$ cat src/rtl/instr_fetch_sequencer.sv
// Byte-serial fetch of 1/3/4-byte instructions into a decoder-facing valid/ready slot.
// Owns the program counter and honours branch redirects from execute at any time.
module instr_fetch_sequencer #(
  parameter int unsigned       ADDR_W   = 16,
  parameter logic [ADDR_W-1:0] RESET_PC = '0
) (
  input  logic              clk_i,
  input  logic              rst_ni,
  input  logic              en_i,
  output logic              mem_req_o,
  output logic [ADDR_W-1:0] mem_addr_o,
  input  logic              mem_ack_i,
  input  logic [7:0]        mem_rdata_i,
  output logic              instr_valid_o,
  input  logic              instr_ready_i,
  output logic [7:0]        instr_byte0_o,
  output logic [7:0]        instr_byte1_o,
  output logic [7:0]        instr_byte2_o,
  output logic [7:0]        ext_instr_byte_o,
  output logic [2:0]        instr_len_o,
  output logic [ADDR_W-1:0] instr_pc_o,
  input  logic              redirect_valid_i,
  input  logic [ADDR_W-1:0] redirect_pc_i
);

  typedef enum logic [2:0] {IDLE, F0, F1, F2, F3, ISSUE} state_e;

  state_e            state_q, state_d;
  logic [ADDR_W-1:0] pc_q, pc_d;
  logic [ADDR_W-1:0] ipc_q, ipc_d;
  logic [7:0]        b0_q, b0_d, b1_q, b1_d, b2_q, b2_d, ext_q, ext_d;
  logic [2:0]        len_q, len_d;
  logic [2:0]        new_len;
  logic [ADDR_W-1:0] pc_inc;

  function automatic logic [2:0] len_of(input logic [7:0] b);
    if (b[7])                 return 3'd4;
    else if (b[1:0] == 2'b00) return 3'd1;
    else                      return 3'd3;
  endfunction

  assign new_len = len_of(mem_rdata_i);
  assign pc_inc  = pc_q + ADDR_W'(1);

  // Redirect overrides everything, including an ack landing in the same cycle.
  always_comb begin
    state_d = state_q;
    pc_d    = pc_q;
    ipc_d   = ipc_q;
    b0_d    = b0_q;
    b1_d    = b1_q;
    b2_d    = b2_q;
    ext_d   = ext_q;
    len_d   = len_q;
    if (redirect_valid_i) begin
      pc_d    = redirect_pc_i;
      state_d = en_i ? F0 : IDLE;
    end else begin
      case (state_q)
        IDLE: if (en_i) state_d = F0;
        F0: if (mem_ack_i) begin
          b0_d    = mem_rdata_i;
          b1_d    = 8'h00;
          b2_d    = 8'h00;
          ext_d   = 8'h00;
          len_d   = new_len;
          ipc_d   = pc_q;
          pc_d    = pc_inc;
          state_d = (new_len > 3'd1) ? F1 : ISSUE;
        end
        F1: if (mem_ack_i) begin
          b1_d    = mem_rdata_i;
          pc_d    = pc_inc;
          state_d = F2;
        end
        F2: if (mem_ack_i) begin
          b2_d    = mem_rdata_i;
          pc_d    = pc_inc;
          state_d = (len_q == 3'd4) ? F3 : ISSUE;
        end
        F3: if (mem_ack_i) begin
          ext_d   = mem_rdata_i;
          pc_d    = pc_inc;
          state_d = ISSUE;
        end
        ISSUE: if (instr_ready_i) state_d = en_i ? F0 : IDLE;
        default: state_d = IDLE;
      endcase
    end
  end

  always_ff @(posedge clk_i or negedge rst_ni) begin
    if (!rst_ni) begin
      state_q <= IDLE;
      pc_q    <= RESET_PC;
      ipc_q   <= RESET_PC;
      b0_q    <= 8'h00;
      b1_q    <= 8'h00;
      b2_q    <= 8'h00;
      ext_q   <= 8'h00;
      len_q   <= 3'd0;
    end else begin
      state_q <= state_d;
      pc_q    <= pc_d;
      ipc_q   <= ipc_d;
      b0_q    <= b0_d;
      b1_q    <= b1_d;
      b2_q    <= b2_d;
      ext_q   <= ext_d;
      len_q   <= len_d;
    end
  end

  assign mem_req_o        = (state_q == F0) || (state_q == F1) ||
                            (state_q == F2) || (state_q == F3);
  assign mem_addr_o       = pc_q;
  assign instr_valid_o    = (state_q == ISSUE);
  assign instr_byte0_o    = b0_q;
  assign instr_byte1_o    = b1_q;
  assign instr_byte2_o    = b2_q;
  assign ext_instr_byte_o = ext_q;
  assign instr_len_o      = len_q;
  assign instr_pc_o       = ipc_q;

endmodule

$ cat config.mk
export PLATFORM = sky130hd
export DESIGN_NAME = instr_fetch_sequencer
export DESIGN_NICKNAME = d
export VERILOG_FILES = /design/src/rtl/instr_fetch_sequencer.sv
export SDC_FILE = /design/constraint.sdc
export NUM_CORES = 1
export LEC_CHECK = 0
export ABC_AREA = 1
export ABC_CLOCK_PERIOD_IN_PS = 2800
export CAP_MARGIN = 20
export CORE_MARGIN = 1.5
export CORE_UTILIZATION = 45
export DETAILED_ROUTE_END_ITERATION = 7
export GPL_TIMING_DRIVEN = 0
export PLACE_DENSITY_LB_ADDON = 0.15
export SYNTH_ARGS = -nofsm -noshare
export SYNTH_HDL_FRONTEND = slang
export SYNTH_SLANG_ARGS = --single-unit
$ cat constraint.sdc
create_clock -name clk_i -period 2.8 [get_ports clk_i]
set_input_delay 0.84 -clock clk_i [delete_from_list [all_inputs] [get_ports clk_i]]
set_output_delay 0.84 -clock clk_i [all_outputs]
set_load 0.05 [all_outputs]
==> impl_metrics.yaml <==
die:
  fp-row-count: 31
  core_mm2: 0.00733
  dieArea_mm2: 0.00817
  start_util: 0.469
  die_y_um: 90.4
  die_width_um: 90.4
  ioPinCount: 99
sta:
  final_hold_viol_count: 0
  relSlewSlack: 0.413
  grt_setup_unrepaired: "false"
  fin_crit_sh: 0.931
  slew_viol_final: 0
  fmax_ghz: 0.384
  skew_ns: 0.00980
  fin_ws_ns: 0.193
  worst_slew_pin_slew_ns: 0.881
  setup_viol_count_final: 0
  hold_ws_ns: 0.481
  post-route-min-period_ns: 2.61
worst_setup_path:
  cp_cell_sequence: "buf_6 -> nor2_8 -> nand2_4 -> nand2_4 -> dlygate4sd2_1"
  cp_max_fo: 8
  r2r_start: "mem_addr_o[1]"
  arrival_ns: 1.77
  cp.required_ns: 1.96
  crit_cells: 5
  reg2reg_slack_ns: 1.20
  path_delay_family: "buffers and inverters"
  slowest_delay_ns: 0.55
  crit_path_top_delay_cell: "dlygate4sd2_1"
  cpMostUsedCell: "nand2_4"
  ff2ff_path_depth: 8
  critical_path_buf_inv_count: 2
  crit_type: "reg -> out"
  r2r-end: "mem_addr_o[14]"
  cp-start-kind: "register"
  end_kind: "output port"
placement:
  dp_hpwl_um: 6500
  placed_area_mm2: 0.00453
  place.gp.congestion: 0.843
  place_ws_ns: 0.299
  port_buffers: 97
  dp_cells: 587
power_and_ir_drop:
  sw_frac_of_total: 0.506
  netSwitchingPower_mw: 3.10
  power_frac_comb: 0.581
  p_int_mw: 3.03
  p_clk_frac: 0.139
  peakVddDrop_v: 0.000545
  powerDensity_mw_per_mm2: 1290
  p_seq_frac: 0.280
  power_leakage_nw: 2.17
global_routing:
  grt_pass1_wl_um: 15200
  antenna_found_initial: 0
  grt_pass1_vias: 3065
  grt_max_degree: 70
  grt_usage: 0.235
  grt-ovfl-total: 0
layout:
  mostFrequentLayoutCell: "nand2_1"
  fillCellCount: 647
  post-route-cell-area_mm2: 0.00474
  area_growth_pct: 37.9
  post-route-util: 0.647
  nets: 530
  regArea_mm2: 0.00173
  layout_common_cells: "nand2_1, clkdlybuf4s50_1, dfrtp_1, nand3_1, o21ai_0"
  multi_input_area_mm2: 0.00141
  fin_cells: 603
  drive_above_1_share: 0.137
  antenna_cells: 0
run:
  drv_cap: 0
detailed_routing:
  vias: 3146
  wl_per_cell_um: 15.0
  drc: 0
  dr.pass1.iters: 5
  avgViaCountPerCell: 5.22
  antenna_left: 0
  wl_um: 9020
  drt_iter0_drc: 158
synthesis:
  syn_inst: 391
  yosysSeqAreaShare: 0.503
  synthSimpleGateAreaFrac: 0.261
  synth_xor_area_frac: 0.0127
  synth_top_family_by_area: "simple AND/OR/NAND/NOR gates"
  synth_compound_area_frac: 0.134
  ys_seq_elements: 69
  yosysWarnings: 0
  yosys-mux-area-fraction: 0
  netlist_area_mm2: 0.00344
  synth_fa_ha_area_frac: 0.00364
  avgSynthCellArea_um2: 8.79
  synth_cell_types: 37
  syn_nets: 422
clock_network:
  htreeDepth: 3
  root_buffer: "clkbuf_8"
  clkSinkCount: 69
  post_cts_buffers: 0
  clkSlewWorstSetupHoldPaths_ns: 0.08
  cts_tree: "done"
  cts_buffers: 9
  clk_latency_ns: 0.35
  clockBufferDepth: 2
  ctsHoldBuffers: 0
min_path:
  min_from: "instr_pc_o[2]"
  hold_class: "reg -> reg"
  hold-path-endpoint: "instr_pc_o[2]"
  holdPathStages: 2
run_status:
  status: "finished clean"
==> worst reg2reg max path: stages (launching register included) <==
cell,delay [ns]
dfrtp_1,0.46
ha_1,0.24
nand3_2,0.12
nor2_1,0.21
nand2_1,0.15
nor2_1,0.12
nand2_1,0.06
nand3_1,0.08
nand2_1,0.05
==> cells in the mapped netlist, drive strengths merged <==
| master | count | share of area |
|---|---|---|
| o21a | 1 | 0.0022 |
| nor2 | 29 | 0.042 |
| clkinv | 1 | 0.0011 |
| o21ai | 57 | 0.095 |
| buf | 17 | 0.046 |
| a22oi | 1 | 0.0022 |
| inv | 33 | 0.037 |
| o31ai | 1 | 0.0022 |
| nand2 | 102 | 0.12 |
| or2 | 1 | 0.0018 |
| clkbuf | 2 | 0.0022 |
| ha | 1 | 0.0036 |
| nand4 | 4 | 0.012 |
| nand3 | 54 | 0.083 |
| a21oi | 6 | 0.012 |
| o211ai | 3 | 0.011 |
| dfrtp | 69 | 0.50 |
| xor2 | 5 | 0.013 |
| nor3 | 1 | 0.0015 |
| a31oi | 3 | 0.0091 |
==> state kept, by name, summed over array words and instances, names as in the netlist <==
signal	cells
mem_addr_o	16
instr_byte0_o	8
instr_byte1_o	8
instr_pc_o	16
instr_byte2_o	8
instr_len_o	2
state_q	3
ext_instr_byte_o	8
==> through the flow <==
step	power (mW)	TNS (ns)
2_1_floorplan	4.13	0
3_3_place_gp	5.24	-99.30
3_5_place_dp	5.30	0
4_1_cts	6.16	0
5_1_grt	6.46	0
6_report	6.12	0
==> how the worst max path moves through the flow <==
stage	slack, ns	start	endpoint
6_report	0.19	state_q[1]	mem_req_o
5_1_grt	0.12	state_q[1]	mem_req_o
4_1_cts	0.02	state_q[1]	instr_valid_o
3_5_place_dp	0.30	state_q[1]	mem_req_o
3_3_place_gp	-1.44	rst_ni	mem_addr_o[15]
2_1_floorplan	1.00	state_q[1]	instr_valid_o
==> layer usage <==
layer  wire (um)  GRT usage  share of wire
met3         509     0.0421          0.056
met2        4270      0.379           0.47
met1        4080      0.314           0.45
met5           0          0              0
met4         159     0.0939          0.018
==> final cells by class <==
class                   count  share of cell area
repair buffers             97               0.205
well taps                  99              0.0261
plain buffers              19              0.0351
multi-input cells         269               0.298
flip-flops and latches     69               0.364
inverters                  34              0.0275
clock inverters             4              0.0116
clock buffers              12              0.0327
==> power by group through the flow <==
stage | registers, mW | logic, mW | clock network (mW)
after global placement | 1.72 | 3.52 | 0
final | 1.71 | 3.56 | 0.853
after global routing | 1.78 | 3.77 | 0.916
after floorplan | 3.02 | 1.11 | 0
after CTS | 1.71 | 3.58 | 0.868
after detailed placement | 1.73 | 3.57 | 0
==> cells by family after synthesis <==
kind of cell,after synthesis
and+or+nand+nor,191
AOI/OAI and AO/OA,72
DFF,69
buffers and inverters,53
xor gates and xnor gates,5
adders and majority gates,1
==> timing repair <==
action / in CTS / in global routing
pin swaps: 0 / 0
gates resized for setup: 1 / 1
setup endpoints to repair: 1 / 1
Note: power is estimated with default switching activity, not from simulation.
